### config.mk
export PLATFORM = sky130hd
export DESIGN_NAME = fifo_ctl
export DESIGN_NICKNAME = d
export VERILOG_FILES = /design/src/rtl/fifo_pkg.sv /design/src/rtl/fifo_ptr.sv /design/src/rtl/fifo_ctl.sv
export SDC_FILE = /design/constraint.sdc
export NUM_CORES = 1
export LEC_CHECK = 0
export CAP_MARGIN = 0
export CORE_ASPECT_RATIO = 0.9
export CORE_MARGIN = 2
export CORE_UTILIZATION = 50
export CTS_BUF_LIST = sky130_fd_sc_hd__clkbuf_4
export DETAILED_ROUTE_END_ITERATION = 7
export PLACE_DENSITY = 0.83
export SLEW_MARGIN = 20
export SYNTH_ARGS = -nofsm -noshare
export SYNTH_HDL_FRONTEND = slang
export SYNTH_SLANG_ARGS = --single-unit
### constraint.sdc
create_clock -name clk -period 2.9 [get_ports clk]
set_input_delay 0.435 -clock clk [delete_from_list [all_inputs] [get_ports clk]]
set_output_delay 0.435 -clock clk [all_outputs]
set_load 0.05 [all_outputs]
### src/rtl/fifo_pkg.sv
// fifo_pkg: shared depth helper and error-flag bit indices for the FIFO controller.
package fifo_pkg;
    localparam int ERR_OVF = 0;
    localparam int ERR_UNF = 1;
    localparam int ERR_W = 2;
    typedef logic [ERR_W-1:0] err_t;
    function automatic int depth(input int aw);
        return 1 << aw;
    endfunction
endpackage

### src/rtl/fifo_ptr.sv
// fifo_ptr: AW+1-bit wrap-bit pointer with enable and async active-high reset.
module fifo_ptr #(
    parameter int AW = 3
) (
    input  logic        clk,
    input  logic        rst,
    input  logic        en,
    output logic [AW:0] p
);
    always_ff @(posedge clk or posedge rst)
        if (rst) p <= '0;
        else if (en) p <= p + 1'b1;
endmodule

### src/rtl/fifo_ctl.sv
// fifo_ctl: parametrised FIFO address/flag controller with a registered fill level.
// Sticky ovf/unf error flags are built only when FIFO_ERR_EN is defined.
module fifo_ctl
    import fifo_pkg::*;
#(
    parameter int AW = 3
) (
    input  logic          clk,
    input  logic          rst,
    input  logic          wr,
    input  logic          rd,
    output logic [AW-1:0] wa,
    output logic [AW-1:0] ra,
    output logic          full,
    output logic          empty,
    output logic [AW:0]   level,
    input  logic [AW:0]   afthr,
    input  logic [AW:0]   aethr,
    output logic          afull,
    output logic          aempty,
    input  logic          errclr,
    output logic          ovf,
    output logic          unf
);
    logic [AW:0] wp, rp;
    logic we, re;
    assign empty = wp == rp;
    assign full = (wp[AW] != rp[AW]) && (wp[AW-1:0] == rp[AW-1:0]);
    assign we = wr && !full;
    assign re = rd && !empty;
    assign wa = wp[AW-1:0];
    assign ra = rp[AW-1:0];
    fifo_ptr #(.AW(AW)) u_wp (.clk(clk), .rst(rst), .en(we), .p(wp));
    fifo_ptr #(.AW(AW)) u_rp (.clk(clk), .rst(rst), .en(re), .p(rp));
    // level is kept as its own register so flag decode avoids a subtractor
    always_ff @(posedge clk or posedge rst)
        if (rst) level <= '0;
        else if (we != re) level <= we ? level + 1'b1 : level - 1'b1;
    assign afull = level >= afthr;
    assign aempty = level <= aethr;
`ifdef FIFO_ERR_EN
    err_t err, err_set;
    always_comb begin
        err_set = '0;
        err_set[ERR_OVF] = wr && full;
        err_set[ERR_UNF] = rd && empty;
    end
    always_ff @(posedge clk or posedge rst)
        if (rst) err <= '0;
        else err <= (errclr ? '0 : err) | err_set;
    assign ovf = err[ERR_OVF];
    assign unf = err[ERR_UNF];
`else
    logic unused_errclr;
    assign unused_errclr = errclr;
    assign ovf = 1'b0;
    assign unf = 1'b0;
`endif
endmodule

; Word level (Yosys, flattened, before mapping)
; Index checks and enable logic that the tools add are counted.
[totals]
out_inout_bits = 16
word_cells = 19
ff_bits = 12
[op_classes]
magnitude_cmp = 2
n_reduce_logical = 5
eq_ne = 4
n_mux = 1
n_addsub = 4
[ops]
columns = op, n
row1 = $add A4 B1 Y4 const B, 3
row2 = $eq A4 B4 Y1, 1
row3 = $ge A4 B4 Y1, 1
row4 = $le A4 B4 Y1, 1
row5 = $mux W4, 1
row6 = $sub A4 B1 Y4 const B, 1
row7 = $eq A3 B3 Y1, 1
row8 = $logic_and A1 B1 Y1, 3
row9 = $logic_not A1 Y1, 2
row10 = $ne A1 B1 Y1, 2

; Logic depth before layout (Yosys ltp)
; Gate-level depths: netlist (run 1).
[logic_depth]
word_depth = 5
depth_mapped = 9
depth_no_buf = 9

; Cells and area by module
; From an unflattened synthesis (run 1), not the netlist that was laid out.
[hier_totals]
cells_unflattened = 107
hier_area_um2 = 994.7
[by_module_without_submodules]
columns = mod, seq_area_each_um2, instances, cells_per_inst, area_per_inst_um2
row1 = fifo_ctl, 100.1, 1, 83, 666.9
row2 = fifo_ptr, 100.1, 2, 12, 163.9

; Worst setup path before layout (run 1)
; OpenSTA, ideal clock, no wires.
[synth_timing]
path_kind = register -> output
startpoint = register level[1]
endpoint = output aempty
arrival_time_ns = 1.932
path_buffers = 0
stages_incl_launch_ff = 7
path_slack_ns = 0.533
cell_sequence = dfrtp_1 > ha_1 > nor2b_1 > o21ai_0 > nand2b_1 > a21oi_1 > a41o_1
[synth_between]
elab_chain_cells = 1
[synth_lines]
columns = item, line
row1 = start: declaration, fifo_ctl.sv:16  ; output logic [AW:0] level,
row2 = start signal: assignment, fifo_ctl.sv:38  ; else if (we != re) level <= we ? level + 1'b1 : level - 1'b1;
row3 = $le A4 B4 Y1, fifo_ctl.sv:40  ; assign aempty = level <= aethr;
row4 = end: declaration, fifo_ctl.sv:20  ; output logic aempty,
; Every way passes these cells.

; Worst setup path in the final report (run 1)
[layout_timing]
startpoint = register u_rp.p[0]
endpoint = output full
[layout_between]
elab_chain_cells = 2
[layout_lines]
columns = item, line
row1 = start: declaration, fifo_ptr.sv:8  ; output logic [AW:0] p
row2 = start signal: assignment, fifo_ptr.sv:12  ; else if (en) p <= p + 1'b1;
row3 = $eq A3 B3 Y1, fifo_ctl.sv:28  ; assign full = (wp[AW] != rp[AW]) && (wp[AW-1:0] == rp[AW-1:0]);
row4 = $logic_and A1 B1 Y1, fifo_ctl.sv:28
row5 = end: declaration, fifo_ctl.sv:14  ; output logic full,
; Every way passes these cells.

==> summary.md, run 1 <==
| Metric | Value |
|---|---|
| Outcome | `finished clean` |
| Setup ws final | `0.236 ns` |
| RSZ-0062 raised after global routing | `no` |
| Starting Density | `0.522` |
| Distinct cells, synth | `37` |
| Clk buf depth | `2` |
| Synth area leader | `dfrtp_1` |
| Critical path required time | `2.47 ns` |
| Antenna violations before repair | `0` |
| Final period utilization | `0.918` |
| Min Hold Slack | `0.458 ns` |
| TritonCTS buffer count | `3` |
| RePlAce Congestion | `0.831` |
| Die Span Y | `48.9 um` |
| Vias in the first global route | `915` |
| Gr busiest metal | `met2` |
| Gr ovfl total | `0` |
| Clock sink count | `12` |
| Met1 GRT Util | `0.233` |
| Final setup vio count | `0` |
| Top post-synthesis cells by area | `dfrtp_1 (27%), ha_1 (13%), xnor2_1 (6.3%)` |
| Routed vias | `926` |
| Ports | `29` |
| Largest net degree at the start of global routing | `13` |
| Most instantiated cells after synthesis | `inv_1 (13), dfrtp_1 (12), ha_1 (12), buf_4 (8), xnor2_1 (8)` |
| Cell Area, Synth | `1120 um2` |
| Final Skew | `0.00796 ns` |
| Die X | `53.9 um` |
| Number of diodes | `0` |
| Final-report hold violation count | `0` |
| Post_cts resized | `0` |
| Clk Tree Root Cell | `clkbuf_4` |
| Yosys warnings | `0` |
| GRT Resource Usage Total | `0.205` |
| First-pass GRT wire length | `3990 um` |
| Core area | `2140 um2` |
| Final min period | `2.66 ns` |
| Avg Cell Area, Syn | `9.09 um2` |
| Clk slew on worst S/H paths | `0.07 ns` |
| Pre-CTS WS | `0.440 ns` |
| Most common cell in the netlist | `inv_1` |
| Ratio of cells with drive above 1 in the final layout | `0.0915` |
| # Max-Cap Violations | `0` |
| Post-Route WL | `2290 um` |
| M3 GR Usage | `0.0644` |
| Relative slew slack | `0.660` |
| Post-CTS Setup Bufs | `0` |
| Post-synthesis sequential area ratio | `0.268` |
| Ys async rst share | `1.00` |
| DRT Pass-1 Iters | `4` |
| Row count | `16` |
| Slew Viols, Final | `0` |
| Setup_tns | `0 ns` |
| Post-synth EDFFs | `0` |
| Starting DRT DRC Count | `9` |
| TritonCTS clock tree | `built` |
| Final ANT Viol Nets | `0` |
| Seq cells post-synth | `12` |
| Critical Path AT | `2.23 ns` |
| DRC Markers | `0` |
| HPWL Detailed | `1780 um` |
| Worst min-delay path category | `in2async` |
| Slew @ Worst Pin | `0.508 ns` |
| Cell count after synthesis | `123` |
| I/O Buffers | `25` |
| Share of the synthesized area in the top cell type | `0.268` |
| Hold-fix buffers, CTS | `0` |
| Max Fclk | `0.375 GHz` |
| P&R area growth vs syn | `21.9%` |
| Clock Latency Late Sink | `0.28 ns` |
| CTS H-Tree Depth | `1` |
| Startpoint types | `flip-flop` |
| Kind of critical path | `reg2out` |
| Met2 Resource Use GR | `0.350` |
| Vias per inst | `5.48` |
| CP max FO | `10` |
| Post-synth top flop | `dfrtp_1` |
| Avg WL per Cell | `13.5 um` |
| Worst setup EP type | `output port` |
| Die area | `2630 um2` |
| Nets@finish | `169` |
-- cell usage in the layout (no fill, tap or decap), drive strengths merged, types with 2 or more instances in the layout --
cell,count
clkdlybuf4s50,23
inv,13
ha,12
dfrtp,12
xnor2,9
nand2,7
nor2,7
a21oi,6
nor3,5
o21ai,5
xor2,4
mux2i,4
buf,4
o32ai,3
nand2b,3
clkbuf,3
mux2,2
nor2b,2
nand4,2
conb,2
-- registers in the layout, summed over array words and instances, names as in the netlist --
| register | flops |
|---|---|
| u_wp.p | 4 |
| level | 4 |
| u_rp.p | 4 |
-- path summary, 6_finish.rpt --
path / start / end / slack [ns] / cells past startpoint
max in group asynchronous: rst / u_wp.p[3] / 2.13 / 2
min in group clk: u_rp.p[2] / u_rp.p[2] / 0.54 / 1
hold / removal: rst / u_wp.p[0] / 0.46 / 2
setup reg to reg: u_rp.p[0] / level[2] / 0.55 / 8
setup / recovery: u_rp.p[0] / full / 0.24 / 5
hold reg to reg: u_rp.p[2] / u_rp.p[2] / 0.54 / 1
-- critical path, cell delays in order (launching register included) --
cell             delay, ns
dfrtp_1               0.46
xnor2_1               0.22
nand3_1               0.16
buf_4                 0.20
nor2_1                0.10
clkdlybuf4s50_1       0.81
-- cell families after synthesis --
| logic type | share of synthesized area |
|---|---|
| simple gates | 0.119 |
| buf+inv | 0.125 |
| compound gates | 0.168 |
| fa+ha+maj | 0.152 |
| xor+xnor | 0.109 |
| flops | 0.268 |
| mux | 0.0559 |
| other cells | 0.00335 |
-- per-layer routing --
metal	wire length, um	share of wire
met1	956	0.42
met2	1150	0.50
met3	144	0.063
met4	34	0.015
met5	0	0
-- metrics by stage --
step / utilization / area (um2) / instances
6_report: 0.637 / 1360 / 169
3_3_place_gp: 0.624 / 1340 / 165
4_1_cts: 0.637 / 1360 / 169
3_5_place_dp: 0.624 / 1340 / 165
5_1_grt: 0.637 / 1360 / 169
2_1_floorplan: - / 1120 / 124
-- cell type report --
class	instances	area (um2)
multi-input combinational	86	682
sequential	12	300
fill	183	778
inverter	13	48.8
tap	27	33.8
clock inverter	1	3.75
clock buffer	3	22.5
timing repair buffer	27	273
Power of run 1 is not shown: default switching activity piles up to over one toggle a cycle in this logic, so the estimate is an artifact.
==> run 2, diff against run 1 <==
--- a/config.mk
+++ b/config.mk
@@ -7,7 +7,6 @@
 export LEC_CHECK = 0
 export CAP_MARGIN = 0
 export CORE_ASPECT_RATIO = 0.9
-export CORE_MARGIN = 2
 export CORE_UTILIZATION = 50
 export CTS_BUF_LIST = sky130_fd_sc_hd__clkbuf_4
 export DETAILED_ROUTE_END_ITERATION = 7
==> run 2 against run 1 <==
  * Die area down 7.7%
  * Cell count down 1.8%
  * Count of clock-buffer cells in the layout unchanged
  * Wire length down 2.0%
  * Critical path type is now reg2reg
  * Clock skew up 0.0075 ns
  * Highest routed layer unchanged
  * Core utilization up 4.0 points
  * First-iteration DRC count rose to 3.0 times the previous value
==> summary.md, run 2 (synthesized netlist as in run 1, its figures left out) <==
| Metric | Value |
|---|---|
| R2r startpoint | `u_rp.p[0]` |
| Row count | `15 (-1)` |
| Die area | `2430 um2 (-7.7%)` |
| Gr ovfl total | `0 (unchanged)` |
| # Max-Cap Violations | `0 (unchanged)` |
| Largest net degree at the start of global routing | `13 (unchanged)` |
| DRC Markers | `0 (unchanged)` |
| Most frequent cells in the layout | `clkdlybuf4s50_1 (21), inv_1 (13), ha_1 (12), dfrtp_1 (12), xnor2_1 (8)` |
| TritonCTS buffer count | `3 (unchanged)` |
| Antenna violations before repair | `0 (unchanged)` |
| Final ANT Viol Nets | `0 (unchanged)` |
| Worst setup EP type | `flip-flop` |
| Ratio of cells with drive above 1 in the final layout | `0.0851 (-0.00644)` |
| Die Span Y | `46.9 um (-4.1%)` |
| Critical Path AT | `2.83 ns (+0.60 ns)` |
| HPWL Detailed | `1760 um (-1.2%)` |
| Clk slew on worst S/H paths | `0.09 ns (+0.02 ns)` |
| Clk buf depth | `2 (unchanged)` |
| Post-Route WL | `2240 um (-2.0%)` |
| Worst reg-to-reg setup slack | `0.25 ns (-0.30 ns)` |
| TritonCTS clock tree | `built` |
| Final setup vio count | `0 (unchanged)` |
| Die X | `51.9 um (-3.7%)` |
| RePlAce Congestion | `0.878 (+5.6%)` |
| Critical path required time | `3.08 ns (+0.61 ns)` |
| Routed vias | `939 (+1.4%)` |
| Kind of critical path | `reg2reg` |
| CP max FO | `12 (+2)` |
| Clk Tree Root Cell | `clkbuf_4` |
| Outcome | `finished clean` |
| Startpoint types | `flip-flop` |
| CTS H-Tree Depth | `1 (unchanged)` |
| Starting Density | `0.557 (+0.0348)` |
| First-pass GRT wire length | `3820 um (-4.2%)` |
| Final min period | `2.65 ns (-0.0175 ns)` |
| Vias in the first global route | `890 (-2.7%)` |
| Starting DRT DRC Count | `27 (+18)` |
| M3 GR Usage | `0.0485 (-0.0159)` |
| Final-report hold violation count | `0 (unchanged)` |
| Final period utilization | `0.912 (-0.00605)` |
| Final Skew | `0.0155 ns (+0.00755 ns)` |
| Hold-fix buffers, CTS | `0 (unchanged)` |
| Relative slew slack | `0.668 (+0.00794)` |
| Worst reg2reg endpoint | `level[2]` |
| Number of diodes | `0 (unchanged)` |
| Top flop regs | `level x4, u_rp.p x4, u_wp.p x4` |
| Post-CTS Setup Bufs | `0 (unchanged)` |
| Setup_tns | `0 ns (unchanged)` |
| P&R area growth vs syn | `21.5%` |
| Slew @ Worst Pin | `0.497 ns (-0.0119 ns)` |
| GRT Resource Usage Total | `0.218 (+0.0131)` |
| Nets@finish | `168 (-0.59%)` |
| Vias per inst | `5.66 (+3.2%)` |
| RSZ-0062 raised after global routing | `no` |
| Clock sink count | `12 (unchanged)` |
| Gr busiest metal | `met2` |
| Met1 GRT Util | `0.263 (+0.0294)` |
| Met2 Resource Use GR | `0.392 (+0.0427)` |
| Leading cell type in the layout, fill and taps excluded | `clkdlybuf4s50_1` |
| Avg WL per Cell | `13.5 um (-0.24%)` |
| DRT Pass-1 Iters | `4 (unchanged)` |
| Clock Latency Late Sink | `0.28 ns (about the same)` |
| Worst min-delay path category | `in2async` |
| Cell count of the worst reg-to-reg path | `8 (unchanged)` |
| Ports | `29 (unchanged)` |
| Slew Viols, Final | `0 (unchanged)` |
| Core area | `2010 um2 (-6.2%)` |
| I/O Buffers | `25 (unchanged)` |
| Max Fclk | `0.378 GHz (+0.66%)` |
## run 2: cell type report
| cell class | instances | area, um2 |
|---|---|---|
| inverter | 13 | 48.8 |
| tap | 25 | 31.3 |
| clock buffer | 3 | 22.5 |
| fill | 180 | 649 |
| clock inverter | 1 | 3.75 |
| multi-input combinational | 86 | 682 |
| timing repair buffer | 26 | 270 |
| sequential | 12 | 300 |
## run 2: what timing repair did
| action | in CTS | in global routing |
|---|---|---|
| endpoints found under the hold margin | 0 | 0 |
| endpoints found under the setup margin | 0 | 2 |
| resized for setup | 0 | 2 |
## run 2: layer usage
metal | vias to the layer above | wire length (um)
li1 | 458 | -
met1 | 446 | 971
met2 | 31 | 1110
met3 | 4 | 131
met4 | 0 | 28
met5 | - | 0
## run 2: how the worst max path moves through the flow
stage          endpoint  cells after the start  startpoint
6_report       level[2]                      8   u_rp.p[0]
5_1_grt        level[3]                      9   u_rp.p[1]
4_1_cts            full                      4   u_rp.p[0]
3_5_place_dp   level[2]                      8   u_rp.p[0]
3_3_place_gp   level[2]                      8   u_rp.p[0]
2_1_floorplan    aempty                      6    level[1]
## run 2: worst max-delay path: stages, from the launching register on
cell and delay, ns:
dfrtp_1 0.45, xnor2_1 0.21, nand3_1 0.38, o21ai_2 0.43
ha_1 0.32, xor2_1 0.26, o32ai_1 0.15, o2bb2ai_1 0.14
a221oi_1 0.22
## run 2: metrics by stage
step | hold slack, ns | std cells | setup slack [ns] | utilization | instance area (um2)
2_1_floorplan | 0.300 | 124 | 0.533 | - | 1120
3_5_place_dp | 0.538 | 162 | 0.301 | 0.661 | 1330
3_3_place_gp | 0.533 | 162 | 0.407 | 0.661 | 1330
4_1_cts | 0.480 | 166 | 0.0935 | 0.674 | 1350
5_1_grt | 0.503 | 166 | 0.0534 | 0.677 | 1360
6_report | 0.471 | 166 | 0.254 | 0.677 | 1360
Power of run 2 is left out for the same reason.
